`src/rtl/mem_port_arbiter_if.sv`:
```
// Bus bundle between the three memory requesters, the arbiter and the main memory.
// The arbiter attaches through the slave modport; requesters/memory model use master.
interface mem_port_arbiter_if #(
    parameter int AW = 16,
    parameter int DW = 16
);
    logic          if_req;
    logic [AW-1:0] if_addr;
    logic          if_gnt;
    logic          d_req;
    logic          d_we;
    logic [AW-1:0] d_addr;
    logic [DW-1:0] d_wdata;
    logic          d_gnt;
    logic          x_req;
    logic          x_we;
    logic          x_lock;
    logic [AW-1:0] x_addr;
    logic [DW-1:0] x_wdata;
    logic          x_gnt;
    logic          user_mode;
    logic          mem_en;
    logic          mem_we;
    logic [AW-1:0] mem_addr;
    logic [DW-1:0] mem_wdata;
    logic [DW-1:0] mem_rdata;
    logic [DW-1:0] rdata;
    logic          if_rvalid;
    logic          d_rvalid;
    logic          x_rvalid;
    logic          fault;
    logic [AW-1:0] fault_addr;

    modport slave (
        input  if_req, if_addr, d_req, d_we, d_addr, d_wdata,
        input  x_req, x_we, x_lock, x_addr, x_wdata, user_mode, mem_rdata,
        output if_gnt, d_gnt, x_gnt, mem_en, mem_we, mem_addr, mem_wdata,
        output rdata, if_rvalid, d_rvalid, x_rvalid, fault, fault_addr
    );

    modport master (
        output if_req, if_addr, d_req, d_we, d_addr, d_wdata,
        output x_req, x_we, x_lock, x_addr, x_wdata, user_mode, mem_rdata,
        input  if_gnt, d_gnt, x_gnt, mem_en, mem_we, mem_addr, mem_wdata,
        input  rdata, if_rvalid, d_rvalid, x_rvalid, fault, fault_addr
    );
endinterface

```
`src/rtl/mem_port_arbiter.sv`:
```
// Single-port memory arbiter for fetch, data and debug ports: fixed priority with
// fetch anti-starvation, debug bus lock and user-mode protection of the low region.
module mem_port_arbiter #(
    parameter int            AW         = 16,
    parameter int            DW         = 16,
    parameter int            STARVE_MAX = 4,
    parameter logic [AW-1:0] PROT_LIMIT = 16'h0300
) (
    input  logic              clk,
    input  logic              reset,
    mem_port_arbiter_if.slave bus
);
    localparam int CW = $clog2(STARVE_MAX + 1);

    typedef enum logic {IDLE = 1'b0, XLOCK = 1'b1} state_t;

    state_t        state_reg;
    logic [CW-1:0] starve_cnt_reg;
    logic          if_rvalid_reg;
    logic          d_rvalid_reg;
    logic          x_rvalid_reg;
    logic          fault_reg;
    logic [AW-1:0] fault_addr_reg;
    logic [AW-1:0] addr_hold_reg;
    logic [DW-1:0] wdata_hold_reg;

    logic          starved;
    logic          sel_if;
    logic          sel_d;
    logic          sel_x;
    logic          any_gnt;
    logic          blocked;
    logic          win_we;
    logic [AW-1:0] win_addr;
    logic [DW-1:0] win_wdata;

    assign starved = (starve_cnt_reg == CW'(STARVE_MAX));

    // Grants are gated by reset so every strobe is low while reset is held.
    always_comb begin
        sel_x  = 1'b0;
        sel_if = 1'b0;
        sel_d  = 1'b0;
        if (reset) begin
            if (state_reg == XLOCK)
                sel_x = bus.x_req;
            else if (bus.x_req)
                sel_x = 1'b1;
            else if (bus.if_req && starved)
                sel_if = 1'b1;
            else if (bus.d_req)
                sel_d = 1'b1;
            else if (bus.if_req)
                sel_if = 1'b1;
        end
    end

    // With no winner the bus keeps showing the last address and write data.
    always_comb begin
        win_addr  = addr_hold_reg;
        win_wdata = wdata_hold_reg;
        win_we    = 1'b0;
        if (sel_x) begin
            win_addr  = bus.x_addr;
            win_wdata = bus.x_wdata;
            win_we    = bus.x_we;
        end else if (sel_d) begin
            win_addr  = bus.d_addr;
            win_wdata = bus.d_wdata;
            win_we    = bus.d_we;
        end else if (sel_if) begin
            win_addr  = bus.if_addr;
        end
    end

    assign any_gnt = sel_x | sel_d | sel_if;
    assign blocked = (sel_if | sel_d) & bus.user_mode & (win_addr < PROT_LIMIT);

    assign bus.if_gnt    = sel_if;
    assign bus.d_gnt     = sel_d;
    assign bus.x_gnt     = sel_x;
    assign bus.mem_en    = any_gnt & ~blocked;
    assign bus.mem_we    = win_we & ~blocked;
    assign bus.mem_addr  = win_addr;
    assign bus.mem_wdata = win_wdata;
    assign bus.rdata     = bus.mem_rdata;
    assign bus.if_rvalid = if_rvalid_reg;
    assign bus.d_rvalid  = d_rvalid_reg;
    assign bus.x_rvalid  = x_rvalid_reg;
    assign bus.fault     = fault_reg;
    assign bus.fault_addr = fault_addr_reg;

    always_ff @(posedge clk or negedge reset) begin
        if (!reset) begin
            state_reg      <= IDLE;
            starve_cnt_reg <= '0;
            if_rvalid_reg  <= 1'b0;
            d_rvalid_reg   <= 1'b0;
            x_rvalid_reg   <= 1'b0;
            fault_reg      <= 1'b0;
            fault_addr_reg <= '0;
            addr_hold_reg  <= '0;
            wdata_hold_reg <= '0;
        end else begin
            case (state_reg)
                IDLE:    if (sel_x && bus.x_lock) state_reg <= XLOCK;
                XLOCK:   if (!bus.x_lock) state_reg <= IDLE;
                default: state_reg <= IDLE;
            endcase

            // Counts denied fetch cycles, including those spent under the X lock.
            if (bus.if_req && !sel_if) begin
                if (!starved)
                    starve_cnt_reg <= starve_cnt_reg + 1'b1;
            end else begin
                starve_cnt_reg <= '0;
            end

            if_rvalid_reg <= sel_if & ~blocked;
            d_rvalid_reg  <= sel_d & ~bus.d_we & ~blocked;
            x_rvalid_reg  <= sel_x & ~bus.x_we;

            fault_reg <= blocked;
            if (blocked)
                fault_addr_reg <= win_addr;

            addr_hold_reg  <= win_addr;
            wdata_hold_reg <= win_wdata;
        end
    end
endmodule

```
`src/flat_wrapper.sv`:
```
// flat-port wrapper written by rule: the top's interface ports become plain ports
module mem_port_arbiter_flat 
#(
    parameter int            AW         = 16,
    parameter int            DW         = 16,
    parameter int            STARVE_MAX = 4,
    parameter logic [AW-1:0] PROT_LIMIT = 16'h0300
)
  (clk, reset, bus_if_req, bus_if_addr, bus_d_req, bus_d_we, bus_d_addr, bus_d_wdata, bus_x_req, bus_x_we, bus_x_lock, bus_x_addr, bus_x_wdata, bus_user_mode, bus_mem_rdata, bus_if_gnt, bus_d_gnt, bus_x_gnt, bus_mem_en, bus_mem_we, bus_mem_addr, bus_mem_wdata, bus_rdata, bus_if_rvalid, bus_d_rvalid, bus_x_rvalid, bus_fault, bus_fault_addr);
  mem_port_arbiter_if #(.AW(AW), .DW(DW)) bus_i ();
  input  logic clk;
  input  logic reset;
  input wire logic [$bits(bus_i.if_req)-1:0] bus_if_req;
  input wire logic [$bits(bus_i.if_addr)-1:0] bus_if_addr;
  input wire logic [$bits(bus_i.d_req)-1:0] bus_d_req;
  input wire logic [$bits(bus_i.d_we)-1:0] bus_d_we;
  input wire logic [$bits(bus_i.d_addr)-1:0] bus_d_addr;
  input wire logic [$bits(bus_i.d_wdata)-1:0] bus_d_wdata;
  input wire logic [$bits(bus_i.x_req)-1:0] bus_x_req;
  input wire logic [$bits(bus_i.x_we)-1:0] bus_x_we;
  input wire logic [$bits(bus_i.x_lock)-1:0] bus_x_lock;
  input wire logic [$bits(bus_i.x_addr)-1:0] bus_x_addr;
  input wire logic [$bits(bus_i.x_wdata)-1:0] bus_x_wdata;
  input wire logic [$bits(bus_i.user_mode)-1:0] bus_user_mode;
  input wire logic [$bits(bus_i.mem_rdata)-1:0] bus_mem_rdata;
  output wire logic [$bits(bus_i.if_gnt)-1:0] bus_if_gnt;
  output wire logic [$bits(bus_i.d_gnt)-1:0] bus_d_gnt;
  output wire logic [$bits(bus_i.x_gnt)-1:0] bus_x_gnt;
  output wire logic [$bits(bus_i.mem_en)-1:0] bus_mem_en;
  output wire logic [$bits(bus_i.mem_we)-1:0] bus_mem_we;
  output wire logic [$bits(bus_i.mem_addr)-1:0] bus_mem_addr;
  output wire logic [$bits(bus_i.mem_wdata)-1:0] bus_mem_wdata;
  output wire logic [$bits(bus_i.rdata)-1:0] bus_rdata;
  output wire logic [$bits(bus_i.if_rvalid)-1:0] bus_if_rvalid;
  output wire logic [$bits(bus_i.d_rvalid)-1:0] bus_d_rvalid;
  output wire logic [$bits(bus_i.x_rvalid)-1:0] bus_x_rvalid;
  output wire logic [$bits(bus_i.fault)-1:0] bus_fault;
  output wire logic [$bits(bus_i.fault_addr)-1:0] bus_fault_addr;
  assign bus_i.if_req = bus_if_req;
  assign bus_i.if_addr = bus_if_addr;
  assign bus_i.d_req = bus_d_req;
  assign bus_i.d_we = bus_d_we;
  assign bus_i.d_addr = bus_d_addr;
  assign bus_i.d_wdata = bus_d_wdata;
  assign bus_i.x_req = bus_x_req;
  assign bus_i.x_we = bus_x_we;
  assign bus_i.x_lock = bus_x_lock;
  assign bus_i.x_addr = bus_x_addr;
  assign bus_i.x_wdata = bus_x_wdata;
  assign bus_i.user_mode = bus_user_mode;
  assign bus_i.mem_rdata = bus_mem_rdata;
  assign bus_if_gnt = bus_i.if_gnt;
  assign bus_d_gnt = bus_i.d_gnt;
  assign bus_x_gnt = bus_i.x_gnt;
  assign bus_mem_en = bus_i.mem_en;
  assign bus_mem_we = bus_i.mem_we;
  assign bus_mem_addr = bus_i.mem_addr;
  assign bus_mem_wdata = bus_i.mem_wdata;
  assign bus_rdata = bus_i.rdata;
  assign bus_if_rvalid = bus_i.if_rvalid;
  assign bus_d_rvalid = bus_i.d_rvalid;
  assign bus_x_rvalid = bus_i.x_rvalid;
  assign bus_fault = bus_i.fault;
  assign bus_fault_addr = bus_i.fault_addr;
  mem_port_arbiter #(.AW(AW), .DW(DW), .STARVE_MAX(STARVE_MAX), .PROT_LIMIT(PROT_LIMIT)) u_core (.clk(clk), .reset(reset), .bus(bus_i));
endmodule
```
`config.mk`:
```
export PLATFORM = sky130hd
export DESIGN_NAME = mem_port_arbiter_flat
export DESIGN_NICKNAME = d
export VERILOG_FILES = /design/src/rtl/mem_port_arbiter_if.sv /design/src/rtl/mem_port_arbiter.sv /design/src/flat_wrapper.sv
export SDC_FILE = /design/constraint.sdc
export NUM_CORES = 1
export LEC_CHECK = 0
export CAP_MARGIN = 5
export CORE_ASPECT_RATIO = 0.6
export CORE_UTILIZATION = 37
export DETAILED_ROUTE_END_ITERATION = 7
export PLACE_DENSITY = 0.81
export SLEW_MARGIN = 10
export SYNTH_ARGS = -nofsm -noshare
export SYNTH_HDL_FRONTEND = slang
export SYNTH_SLANG_ARGS = --single-unit
```
`constraint.sdc`:
```
create_clock -name clk -period 2.98 [get_ports clk]
set_input_delay 0.596 -clock clk [delete_from_list [all_inputs] [get_ports clk]]
set_output_delay 0.596 -clock clk [all_outputs]
set_load 0.005 [all_outputs]
```
; After elaboration in Yosys (flattened, before gate mapping)
; Index checks and enable logic that the tools add are counted.
[op_classes]
n_eq_ne = 2
muxes = 26
bitwise_logic = 15
magnitude_cmp = 1
addsub = 1
n_reduce_logical = 4
[op_table]
columns = cell, count
row1 = $mux 16, 5
row2 = $mux 1, 18
row3 = $lt 16x10->1 const B, 1
row4 = $and 1x1->1, 8
row5 = $mux 3, 2
row6 = $not 1->1, 4
row7 = $add 3x1->3 const B, 1
row8 = $eq 3x3->1 const B, 1
row9 = $logic_and 1x1->1, 3
row10 = $or 1x1->1, 3
row11 = $ne 2x2->1 const B, 1
row12 = $pmux 1 s2, 1
row13 = $logic_not 1->1, 1
[word_totals]
output_inout_bits = 73
regBits = 56

; Longest topological paths before layout
; Gate-level depths: netlist of run 1.
[depth]
ltp_word = 13
mapped_depth = 10
depth_no_buf = 9

; Least setup slack after synthesis of run 1
; Ideal clock, no wire load.
[synth_timing]
path_kind = input port to output port
from = input bus_x_req
to = output bus_mem_en
setup_slack_ns = 0.105
arrival_time_ns = 2.279
cell_stages = 8
cell_sequence = or3b_1 > buf_6 > o41a_1 > o221a_2 > a2111oi_2 > nand4_1 > clkbuf_1 > and2_1
[synth_between]
elab_chain_len = 10
elab_cells_between_ends = 20
cone_classes = 1 x order compare / 12 x mux / 7 x bitwise
[synth_rtl]
columns = item, line_no
row1 = start: declaration, flat_wrapper.sv:19  ; input wire logic [$bits(bus_i.x_req)-1:0] bus_x_req;
row2 = $mux 1, mem_port_arbiter.sv:47  ; else if (bus.x_req)
row3 = $mux 1, mem_port_arbiter.sv:45  ; if (state_reg == XLOCK)
row4 = $mux 1, mem_port_arbiter.sv:44  ; if (reset) begin
row5 = $mux 16, mem_port_arbiter.sv:71  ; end else if (sel_if) begin
row6 = $mux 16, mem_port_arbiter.sv:67  ; end else if (sel_d) begin
row7 = $mux 16 *, mem_port_arbiter.sv:63  ; if (sel_x) begin
row8 = via bus_mem_addr[14], flat_wrapper.sv:31  ; output wire logic [$bits(bus_i.mem_addr)-1:0] bus_mem_addr;
row9 = $lt 16x10->1 *, mem_port_arbiter.sv:77  ; assign blocked = (sel_if | sel_d) & bus.user_mode & (win_addr < PROT_LIMIT);
row10 = $and 1x1->1 *, mem_port_arbiter.sv:77
row11 = $not 1->1 *, mem_port_arbiter.sv:82  ; assign bus.mem_en = any_gnt & ~blocked;
row12 = $and 1x1->1 *, mem_port_arbiter.sv:82
row13 = end: declaration, flat_wrapper.sv:29  ; output wire logic [$bits(bus_i.mem_en)-1:0] bus_mem_en;
; The timed path passes the listed nets; every way through them passes the cells marked *.

; Worst setup path in the final report of run 1
[layout_timing]
from = input bus_x_req
to = output bus_mem_en
[layout_between]
elab_chain_len = 10
elab_cells_between_ends = 20
cone_classes = 1 x order compare / 12 x mux / 7 x bitwise
[layout_rtl]
columns = item, line_no
row1 = $mux 1, mem_port_arbiter.sv:47
row2 = $mux 1, mem_port_arbiter.sv:45
row3 = $mux 1, mem_port_arbiter.sv:44
row4 = $mux 16, mem_port_arbiter.sv:71
row5 = $mux 16, mem_port_arbiter.sv:67
row6 = $mux 16, mem_port_arbiter.sv:63
row7 = $lt 16x10->1, mem_port_arbiter.sv:77
row8 = $and 1x1->1, mem_port_arbiter.sv:77
row9 = $not 1->1, mem_port_arbiter.sv:82
row10 = $and 1x1->1 *, mem_port_arbiter.sv:82
; Every way passes the cells marked *; elsewhere a longest branch is shown, timed or not.

==> flow_summary.json, run 1 <==
{
  "hold_path_class": "primary input to async pin",
  "die-area_um2": 8120,
  "switching_share_pct": 27.0,
  "initial_core_util_pct": 38.8,
  "cts_htree_levels": 2,
  "synth_cell_type_count": 47,
  "power_frac_clock_pct": 29.7,
  "antenna_found_initial": 0,
  "cts_tree": "yes",
  "critPathLaunchType": "primary input",
  "pre_cts_slack_ns": -0.961,
  "overflow": 0,
  "die_w_um": 116,
  "yosysTopAreaCellShare_pct": 48.9,
  "viasPerCell": 5.08,
  "worstPathMaxFanout": 3,
  "cts.sinks": 56,
  "grt_first_pass_wirelength_um": 16300,
  "nNetsFinal": 610,
  "ctsHoldBuffers": 0,
  "cp_num_buf_inv": 5,
  "clk_pin_slew_ns": 0.07,
  "drive_gt1_share_pct": 28.4,
  "fin_worst_skew_ns": 0.00457,
  "cts_made_buffers": 5,
  "synthCells": 298,
  "p_sw_uw": 616,
  "violations": "setup timing",
  "critPathKind": "primary input to primary output",
  "setup_violations": 2,
  "worstPathRequired_ns": 2.38,
  "insertion_delay_ns": 0.29,
  "grt_pass1_vias": 3229,
  "wl_per_cell_um": 17.3,
  "slew_headroom_pct": 75.0,
  "ys_warn_count": 0,
  "drtAntennaViolNets": 0,
  "die_h_um": 70.2,
  "fill_cells": 560,
  "tightest_slew_ns": 0.374,
  "clock.fmax_mhz": 321,
  "crit_path_top_delay_cell": "a2111oi_4",
  "syn_area_um2": 2870,
  "p_total_uw": 2280,
  "cp_cell_sequence": "buf_2, buf_4, nor3b_4, buf_4, nand3_2, o221a_4, a2111oi_4, nand4_1, buf_4, and2_4, buf_6",
  "status": "finished, violations left",
  "syn_nets": 405,
  "synth-main-ff-cell": "dfrtp_1",
  "regArea_um2": 1400,
  "placed_area_um2": 4750,
  "async_flop_share_pct": 100,
  "drtPass1Iterations": 4,
  "dpl.hpwl_um": 7440,
  "fin_cells": 608,
  "vias": 3088,
  "place.gp.congestion": 0.884,
  "rsz0062_at_grt": "true",
  "synth_enable_flop_cells": 0,
  "p_per_area_nw_per_um2": 432,
  "multi_input_area_um2": 1470,
  "num_rows": 24,
  "drc_errors": 0,
  "internal-power_uw": 1660,
  "finalWirelength_um": 10500,
  "ios": 178,
  "worst_slack_ns": -0.138,
  "worst_path_largest_cell_delay_ns": 0.33,
  "area_delta_synth_final_pct": 83.9,
  "crit_top_cell": "buf_4",
  "port_buffers": 145,
  "cts_buffer_depth": 2,
  "antennaDiodeCount": 0,
  "grt_max_degree": 35,
  "ir_worst_vdd_uv": 281,
  "seqPwrFrac_pct": 38.2,
  "max_cap_viol_count": 0,
  "period_share_pct": 105,
  "endpoint_kind": "primary output",
  "power_leakage_uw": 0.00239,
  "finalMaxSlewViolations": 0,
  "synth_top_cell_by_area": "dfrtp_1",
  "hold_viol": 0,
  "yosys-top-cells-area": "dfrtp_1 49%, nand2_1 7.9%, mux2_4 5.2%",
  "root_buffer": "clkbuf_16",
  "stdcell_area_um2": 5270,
  "period_minus_slack_ns": 3.12,
  "grt.total_usage_pct": 26.3,
  "placedCellCount": 581,
  "avgSynthCellArea_um2": 9.62,
  "drtIter0Drc": 201,
  "core_um2": 7390,
  "worstPathArrival_ns": 2.52,
  "comb_power_share_pct": 32.0,
  "cp_top_family": "buffers and inverters",
  "ys_ff_latch": 56,
  "ys_seq_area_share_pct": 48.9
}
[metal layers]
metal / global-route usage [%] / vias to the layer above / wire length [µm]
met5: 0 / - / 0
met3: 7.55 / 19 / 815
met1: 35.2 / 1500 / 4680
met2: 41.8 / 127 / 4840
li1: - / 1442 / -
met4: 6.98 / 0 / 179
[final timing paths]
kind                                           start                         to  slack [ns]  cells after the start
setup / recovery                           bus_x_req                 bus_mem_en       -0.14                     11
hold / removal                                 reset   u_core.addr_hold_reg[14]        0.34                      2
setup reg to reg            u_core.starve_cnt_reg[0]   u_core.bus.fault_addr[3]        0.11                     12
hold reg to reg            u_core.bus.fault_addr[10]  u_core.bus.fault_addr[10]        0.49                      1
max in group asynchronous                      reset   u_core.addr_hold_reg[10]        2.26                      3
min in group clk           u_core.bus.fault_addr[10]  u_core.bus.fault_addr[10]        0.49                      1
[logic make-up after synthesis]
kind of cell,Yosys count,share of synthesized area [%]
AND/OR/NAND/NOR,117,18.7
AO/OA/AOI/OAI,72,18.2
flip-flops,56,48.9
buffers and inverters,40,7.85
multiplexers,10,5.24
adder cells (fa/ha/maj),2,0.872
XOR/XNOR,1,0.305
[power groups by stage]
stage	sequential, µW	combinational [µW]	clock (µW)
global route	880	786	722
CTS	870	704	685
global placement	882	668	0
floorplan	876	231	0
detailed placement	883	673	0
finish	872	730	678
[metrics by stage]
| stage | utilization, % | hold slack [ns] | TNS, ns |
|---|---|---|---|
| 2_1_floorplan | - | 0.300 | 0 |
| 3_3_place_gp | 64.3 | 0.469 | -20.85 |
| 3_5_place_dp | 64.3 | 0.475 | -21.63 |
| 4_1_cts | 70.3 | 0.354 | -0.182 |
| 5_1_grt | 71.4 | 0.386 | -0.308 |
| 6_report | 71.4 | 0.344 | -0.176 |
[cell usage in the layout (no fill, tap or decap), types with 6 or more instances in the layout]
cell and instances:
buf_6 6, mux2_4 10, clkdlybuf4s50_1 108, a31oi_1 11, and2_1 7, dlygate4sd2_1 29
nor2_1 28, o22a_1 11, buf_4 78, o21ai_1 8, o22ai_1 9, nand2_1 58
dfrtp_1 56
[Yosys cell counts (all sizes together), types with 2 or more instances]
master  count
nor2       30
nand3       4
mux2       10
nor3        2
inv         8
o22a       11
o21ai      13
a21oi       4
o221ai      3
a21boi      2
buf        18
o22ai       9
clkbuf     13
ha          2
nor3b       2
dfrtp      56
o41ai       2
nand2      60
nand3b      2
a31oi      16
and2        8
o221a       2
[cell type report]
| class | instances | area share (%) |
|---|---|---|
| Clock buffer | 6 | 2.44 |
| Tap cell | 104 | 2.47 |
| Sequential cell | 56 | 26.6 |
| Clock inverter | 2 | 0.735 |
| Multi-Input combinational cell | 202 | 27.9 |
| Timing Repair Buffer | 229 | 39.3 |
| Inverter | 9 | 0.641 |
[timing repair]
action | CTS | global route
endpoints found under the setup margin | 46 | 29
gates resized for setup | 93 | 13
buffers inserted | 15 | 4
pin swaps | 18 | 7
Power figures use the tool's default switching activity.
==> inputs of run 2 (changes only) <==
--- a/config.mk
+++ b/config.mk
@@ -7,6 +7,7 @@
 export LEC_CHECK = 0
 export CAP_MARGIN = 5
 export CORE_ASPECT_RATIO = 0.6
+export CORE_MARGIN = 1.5
 export CORE_UTILIZATION = 37
 export DETAILED_ROUTE_END_ITERATION = 7
 export PLACE_DENSITY = 0.81
==> flow_summary.json, run 2 (synthesis results as in run 1) <==
{
  "dpl.hpwl_um": 7370,
  "power_leakage_uw": 0.00243,
  "viasPerCell": 5.06,
  "die_w_um": 117,
  "p_total_uw": 2210,
  "wl_per_cell_um": 17.4,
  "drtIter0Drc": 150,
  "layout_common_cells": "110 x clkdlybuf4s50_1, 65 x buf_4, 59 x nand2_1",
  "grt_first_pass_wirelength_um": 15700,
  "initial_core_util_pct": 38.8,
  "power_frac_clock_pct": 28.1,
  "place.gp.congestion": 0.909,
  "post-route-util_pct": 71.5,
  "worstPathRequired_ns": 2.38,
  "cts_tree": "yes",
  "pre_cts_slack_ns": -0.827,
  "fin_worst_skew_ns": 0.00871,
  "endpoint_kind": "primary output",
  "die_h_um": 71.2,
  "root_buffer": "clkbuf_16",
  "violations": "setup timing",
  "worst_slack_ns": -0.123,
  "drtPass1Iterations": 4,
  "clock.fmax_mhz": 322,
  "cts_made_buffers": 5,
  "drtAntennaViolNets": 0,
  "clk_pin_slew_ns": 0.08,
  "die-area_um2": 8310,
  "hold_path_class": "primary input to async pin",
  "finalWirelength_um": 10400,
  "period_share_pct": 104,
  "cts_buffer_depth": 2,
  "switching_share_pct": 27.8,
  "num_rows": 24,
  "hold_viol": 0,
  "finalMaxSlewViolations": 0,
  "overflow": 0,
  "ios": 178,
  "drc_errors": 0,
  "p_sw_uw": 617,
  "critPathKind": "primary input to primary output",
  "final_common_cell": "clkdlybuf4s50_1",
  "comb_power_share_pct": 32.5,
  "worstPathArrival_ns": 2.51,
  "nNetsFinal": 601,
  "insertion_delay_ns": 0.29,
  "grt.total_usage_pct": 24.4,
  "seqPwrFrac_pct": 39.4,
  "cts.sinks": 56,
  "vias": 3030,
  "port_buffers": 145,
  "antennaDiodeCount": 0,
  "period_minus_slack_ns": 3.10,
  "max_cap_viol_count": 0,
  "tightest_slew_ns": 0.714,
  "internal-power_uw": 1600,
  "worstPathMaxFanout": 3,
  "setup_violations": 3,
  "drive_gt1_share_pct": 27.5,
  "slew_headroom_pct": 52.4,
  "grt_pass1_vias": 3152,
  "grt_max_degree": 56,
  "rsz0062_at_grt": "true",
  "cts_htree_levels": 2,
  "p_per_area_nw_per_um2": 419,
  "status": "finished, violations left",
  "core_um2": 7390,
  "area_delta_synth_final_pct": 84.1,
  "ir_worst_vdd_uv": 259,
  "antenna_found_initial": 0,
  "critPathLaunchType": "primary input"
}
## run 2: cell types whose count changed in the layout (fill, tap and decap cells not counted), sizes merged, moves of 2 or more
cell | previous run | this run
clkdlybuf4s50 | 108 | 110
dlymetal6s2s | 3 | 13
buf | 88 | 80
dlygate4sd2 | 29 | 17
## run 2: worst max-delay path, cell delays in order
cell       delay (ns)
buf_6            0.09
or3b_4           0.39
buf_6            0.15
nor4_2           0.28
nor3_2           0.13
a2111oi_4        0.28
nand4_1          0.15
buf_4            0.16
a21boi_2         0.14
buf_2            0.13
## run 2: timing repair
item,4_1_cts,5_1_grt
setup buffers,9,6
hold buffers,0,0
cloned,0,0
endpoints found under the setup margin,39,17
resized for setup,72,41
pin swaps,9,9
## run 2: power groups by stage
stage	registers, µW	clock network [µW]	logic (µW)
floorplan	876	0	231
global placement	881	0	650
detailed placement	883	0	656
CTS	870	629	677
global route	879	663	777
finish	872	621	721
## run 2: cell type report
class | instances | area, µm²
sequential | 56 | 1400
timing repair buffer | 220 | 2070
tap | 104 | 130
inverter | 9 | 38.8
clock buffer | 6 | 139
fill | 582 | 2110
clock inverter | 2 | 13.8
multi-input combinational | 202 | 1480
## run 2: final timing paths
path	cells past startpoint	end	startpoint	slack (ns)
worst max-delay path	10	bus_mem_we	bus_x_req	-0.12
worst min-delay path	2	u_core.addr_hold_reg[12]	reset	0.18
worst max register to register	12	u_core.bus.fault_addr[15]	u_core.state_reg	0.25
worst min register to register	1	u_core.bus.fault_addr[13]	u_core.bus.fault_addr[13]	0.49
max in group asynchronous	2	u_core.bus.if_rvalid	reset	2.04
min in group clk	1	u_core.bus.fault_addr[13]	u_core.bus.fault_addr[13]	0.49
## run 2: metrics by stage
| stage | cell area (µm²) | TNS (ns) | instances | hold WS, ns |
|---|---|---|---|---|
| CTS | 5030 | -0.329 | 593 | 0.190 |
| floorplan | 2870 | 0 | 298 | 0.300 |
| finish | 5280 | -0.299 | 599 | 0.185 |
| detailed placement | 4700 | -17.95 | 576 | 0.476 |
| global placement | 4700 | -18.63 | 576 | 0.472 |
| global route | 5280 | -0.628 | 599 | 0.180 |
## run 2: per-layer routing
| layer | track usage, % | vias up | wire length (µm) |
|---|---|---|---|
| met2 | 38.2 | 127 | 4700 |
| met4 | 3.88 | 0 | 89 |
| met3 | 7.88 | 11 | 828 |
| li1 | - | 1418 | - |
| met5 | 0 | - | 0 |
| met1 | 34.0 | 1474 | 4810 |
==> inputs of run 3 (changes only) <==
--- a/config.mk
+++ b/config.mk
@@ -8,9 +8,8 @@
 export CAP_MARGIN = 5
 export CORE_ASPECT_RATIO = 0.6
 export CORE_MARGIN = 1.5
-export CORE_UTILIZATION = 37
+export CORE_UTILIZATION = 27
 export DETAILED_ROUTE_END_ITERATION = 7
-export PLACE_DENSITY = 0.81
 export SLEW_MARGIN = 10
 export SYNTH_ARGS = -nofsm -noshare
 export SYNTH_HDL_FRONTEND = slang
==> flow_summary.json, run 3 (synthesis results as in run 1) <==
{
  "port_buffers": 145,
  "endpoint_kind": "primary output",
  "placed_area_um2": 4730,
  "layout_common_cells": "113 x clkdlybuf4s50_1, 73 x buf_4, 58 x nand2_1",
  "grt.total_usage_pct": 17.9,
  "fin_cells": 634,
  "die_h_um": 82.8,
  "antenna_found_initial": 0,
  "drtAntennaViolNets": 0,
  "area_delta_synth_final_pct": 83.3,
  "grt_max_degree": 34,
  "finalMaxSlewViolations": 0,
  "period_share_pct": 103,
  "worstPathArrival_ns": 2.48,
  "stdcell_area_um2": 5260,
  "die-area_um2": 11300,
  "clk_pin_slew_ns": 0.08,
  "cts.sinks": 56,
  "drtIter0Drc": 125,
  "slew_headroom_pct": 72.0,
  "worstPathMaxFanout": 3,
  "overflow": 0,
  "cts_made_buffers": 5,
  "violations": "setup timing",
  "vias": 2974,
  "grt_first_pass_wirelength_um": 15700,
  "antennaDiodeCount": 0,
  "finalWirelength_um": 10100,
  "cts_tree": "yes",
  "status": "finished, violations left",
  "nNetsFinal": 605,
  "core_um2": 10100,
  "setup_violations": 6,
  "regToRegSetupSlack_ns": 0.29,
  "r2r_start": "u_core.state_reg",
  "dpl.hpwl_um": 7470,
  "hold_viol": 0,
  "rsz0062_at_grt": "true",
  "worstPathRequired_ns": 2.38,
  "num_rows": 28,
  "rr_worst_depth": 11,
  "p_total_uw": 2190,
  "period_minus_slack_ns": 3.08,
  "cts_htree_levels": 2,
  "worst_slack_ns": -0.0989,
  "critPathKind": "flip-flop to primary output",
  "placedCellCount": 606,
  "drc_errors": 0,
  "fill_cells": 933,
  "die_w_um": 136,
  "fin_worst_skew_ns": 0.00621,
  "p_per_area_nw_per_um2": 416,
  "place.gp.congestion": 0.922,
  "ir_worst_vdd_uv": 225,
  "cts_buffer_depth": 2,
  "final_common_cell": "clkdlybuf4s50_1",
  "power_leakage_uw": 0.00240,
  "insertion_delay_ns": 0.30,
  "drive_gt1_share_pct": 26.9,
  "grt_pass1_vias": 3058,
  "drtPass1Iterations": 4,
  "tightest_slew_ns": 0.419,
  "clock.fmax_mhz": 325,
  "cp-startpoint": "u_core.state_reg",
  "post-route-util_pct": 52.1,
  "root_buffer": "clkbuf_16",
  "hold_path_class": "primary input to async pin",
  "ios": 178,
  "initial_core_util_pct": 28.4,
  "viasPerCell": 4.69,
  "critPathLaunchType": "flip-flop",
  "wl_per_cell_um": 16.0,
  "max_cap_viol_count": 0
}
-- run 3: timing repair --
item / CTS / global route
endpoints found under the setup margin: 47 / 16
buffers inserted: 10 / 10
hold buffers: 0 / 0
gates resized for setup: 77 / 22
pin swaps: 11 / 12
gates cloned: 0 / 0
-- run 3: area by class of cell --
| cell class | count | area (µm²) | area share (%) |
|---|---|---|---|
| Sequential cell | 56 | 1400 | 26.7 |
| Tap cell | 135 | 169 | 3.21 |
| Timing Repair Buffer | 224 | 2060 | 39.2 |
| Clock inverter | 3 | 21.3 | 0.405 |
| Clock buffer | 5 | 125 | 2.38 |
| Multi-Input combinational cell | 202 | 1450 | 27.5 |
| Inverter | 9 | 33.8 | 0.643 |
-- run 3: stage by stage --
| step | setup WS, ns | hold WS [ns] | setup TNS, ns |
|---|---|---|---|
| detailed placement | -0.967 | 0.474 | -23.62 |
| global placement | -0.883 | 0.471 | -21.53 |
| CTS | -0.122 | 0.398 | -0.292 |
| finish | -0.0989 | 0.347 | -0.346 |
| global route | -0.200 | 0.379 | -0.986 |
| floorplan | 0.105 | 0.300 | 0 |
-- run 3: path summary, 6_finish.rpt --
path                                             end
min in group clk           u_core.bus.fault_addr[12]
setup reg to reg           u_core.bus.fault_addr[10]
setup / recovery                    bus_mem_addr[12]
hold / removal               u_core.addr_hold_reg[9]
max in group asynchronous   u_core.wdata_hold_reg[2]
hold reg to reg            u_core.bus.fault_addr[12]
-- run 3: critical path, stage by stage, from the launching register on --
cell and delay [ns]:
dfrtp_1 0.41, buf_4 0.16, or2b_1 0.25, buf_4 0.16, o211a_1 0.24, nor3_2 0.28, buf_4 0.19, clkdlybuf4s50_1 0.49
-- run 3: layer usage --
layer  global-route usage [%]  part of all wire [%]
met5                        0                     0
met4                     3.09                  0.81
met3                     5.01                   7.4
met2                     27.5                    43
met1                     25.3                    48
-- run 3: where the power goes --
part / internal, µW / total, µW / switching, µW
Combinational: 426 / 715 / 289
Sequential: 838 / 870 / 32.1
Clock: 314 / 603 / 289
==> RTL edit, RTL diff (flow settings as in run 2) <==
`STARVE_MAX` is set to 4 in 2 places; all go to 8.
--- a/src/rtl/mem_port_arbiter.sv
+++ b/src/rtl/mem_port_arbiter.sv
@@ -3,7 +3,7 @@
 module mem_port_arbiter #(
     parameter int            AW         = 16,
     parameter int            DW         = 16,
-    parameter int            STARVE_MAX = 4,
+    parameter int            STARVE_MAX = 8,
     parameter logic [AW-1:0] PROT_LIMIT = 16'h0300
 ) (
     input  logic              clk,
--- a/src/flat_wrapper.sv
+++ b/src/flat_wrapper.sv
@@ -3,7 +3,7 @@
 #(
     parameter int            AW         = 16,
     parameter int            DW         = 16,
-    parameter int            STARVE_MAX = 4,
+    parameter int            STARVE_MAX = 8,
     parameter logic [AW-1:0] PROT_LIMIT = 16'h0300
 )
   (clk, reset, bus_if_req, bus_if_addr, bus_d_req, bus_d_we, bus_d_addr, bus_d_wdata, bus_x_req, bus_x_we, bus_x_lock, bus_x_addr, bus_x_wdata, bus_user_mode, bus_mem_rdata, bus_if_gnt, bus_d_gnt, bus_x_gnt, bus_mem_en, bus_mem_we, bus_mem_addr, bus_mem_wdata, bus_rdata, bus_if_rvalid, bus_d_rvalid, bus_x_rvalid, bus_fault, bus_fault_addr);
Behaviour: not the same (a bounded check fails within 10 cycles, from zero or initial values and one cycle with reset low).
==> RTL edit against run 2 <==
The run still ends with setup timing left; power up 20%; global-route usage up 1.6 points; routed wire length grew 3.9%; setup slack lost 0.19 ns; synthesized cell count up 3.0%; synthesized area is 0.61% lower; sequential power rose by 1%; sequential cell count rose by 1; cell area increased by 1.9%; count of clock-buffer cells in the layout up 5.
==> RTL edit: results (changes against run 2) <==
Clock tree:
- The number of buffers inserted during clock tree synthesis was 9 (+4).
- The number of setup buffers added after CTS is 11 (+2).
- The clock-pin slew of the registers on the worst-case setup and hold paths is 0.05 ns (-0.03 ns).

Timing:
- The setup violation total in the final timing report was 22 (+19).
- The setup TNS after final layout came to -4.35 ns (-4.05 ns).
- The worst clock skew is 0.00496 ns (-0.00375 ns).
- The minimum setup slack in the final design is -0.309 ns (-0.185 ns).

Synth:
- The synthesized netlist net count is 414 (+2.2%).
- The synthesized-area fraction occupied by xor and xnor cells was 0.922% (+0.62 points).
- Ranked by total cell area, the synthesized netlist is headed by sky130_fd_sc_hd__dfrtp_1, sky130_fd_sc_hd__nand2_1, sky130_fd_sc_hd__buf_4, sky130_fd_sc_hd__nor2_1, sky130_fd_sc_hd__a21oi_1.
- The netlist area before placement is 0.00285 mm^2 (-0.61%).
- The compound-cell area share of the yosys netlist was 15.2% (-3.0 points).
- The mux share of post-synthesis cell area is 4.65% (-0.58 points).

Power:
- The share of total power in combinational logic was 26.8% (-5.7 points).
- The power dissipated by switching net loads is 0.000685 W (+11%).
- The leakage power of the design is 2.48 nW (+2.0%).
- The power density over the cells came to 494 mW/mm^2 (+18%).
- The peak supply drop is 302 uV (+17%).

Drt:
- The routed via count divided by cell count is 5.03 (-0.58%).

Cells and area:
- From synthesis to final layout, the design area changed by 88.8%.
- The clock distribution area overhead in the final layout is 5.70% (+2.8 points).
- The multi-input logic cell count is 212 (+5.0%).
- The area taken by multi-input logic gates is 0.00139 mm^2 (-6.5%).
- The count of sequential standard cells is 57 (+1.8%).
- The share of post-route cells with drive strength above 1 is 27.1% (-0.40 points).
- The sequential share of cell area is 26.5% (-0.029 points).

Critical path:
- The reg2reg setup slack was 0.07 ns (-0.18 ns).
- The top fanout value on the critical path is 5 (+2).
- The largest individual stage delay along the critical path comes from the cell sky130_fd_sc_hd__dfrtp_1.

Place:
- The post-placement cell count is 587 (+1.9%).

Global route:
- The pin count of the biggest net entering global routing was 25 (-55%).
- The number of global-route vias before repair is 3225 (+2.3%).
- The overall track demand over capacity in global routing is 26.0% (+1.6 points).

Run status:
- The flow ran to the end, but the final reports show violations.
- The final reports fail on setup timing.
-- RTL edit: through the flow --
stage          hold slack, ns  setup WS (ns)
3_5_place_dp            0.478         -0.843
4_1_cts                 0.323         -0.268
3_3_place_gp            0.467         -0.803
5_1_grt                 0.357         -0.426
2_1_floorplan           0.300          0.165
6_report                0.375         -0.309
-- RTL edit: path summary, 6_finish.rpt --
kind,start,endpoint,cells past startpoint
min,reset,u_core.addr_hold_reg[15],2
min in group clk,u_core.bus.fault_addr[2],u_core.bus.fault_addr[2],1
max,u_core.state_reg,bus_mem_en,10
max in group asynchronous,reset,u_core.bus.fault_addr[7],3
max reg2reg,u_core.state_reg,u_core.bus.fault_addr[9],11
min reg2reg,u_core.bus.fault_addr[2],u_core.bus.fault_addr[2],1
-- RTL edit: per-layer routing --
metal / track usage [%] / routed length, um / up-vias
met4: 11.8 / 326 / 0
li1: - / - / 1452
met5: 0 / 0 / -
met3: 11.7 / 1080 / 30
met1: 29.5 / 4230 / 1484
met2: 42.6 / 5200 / 157
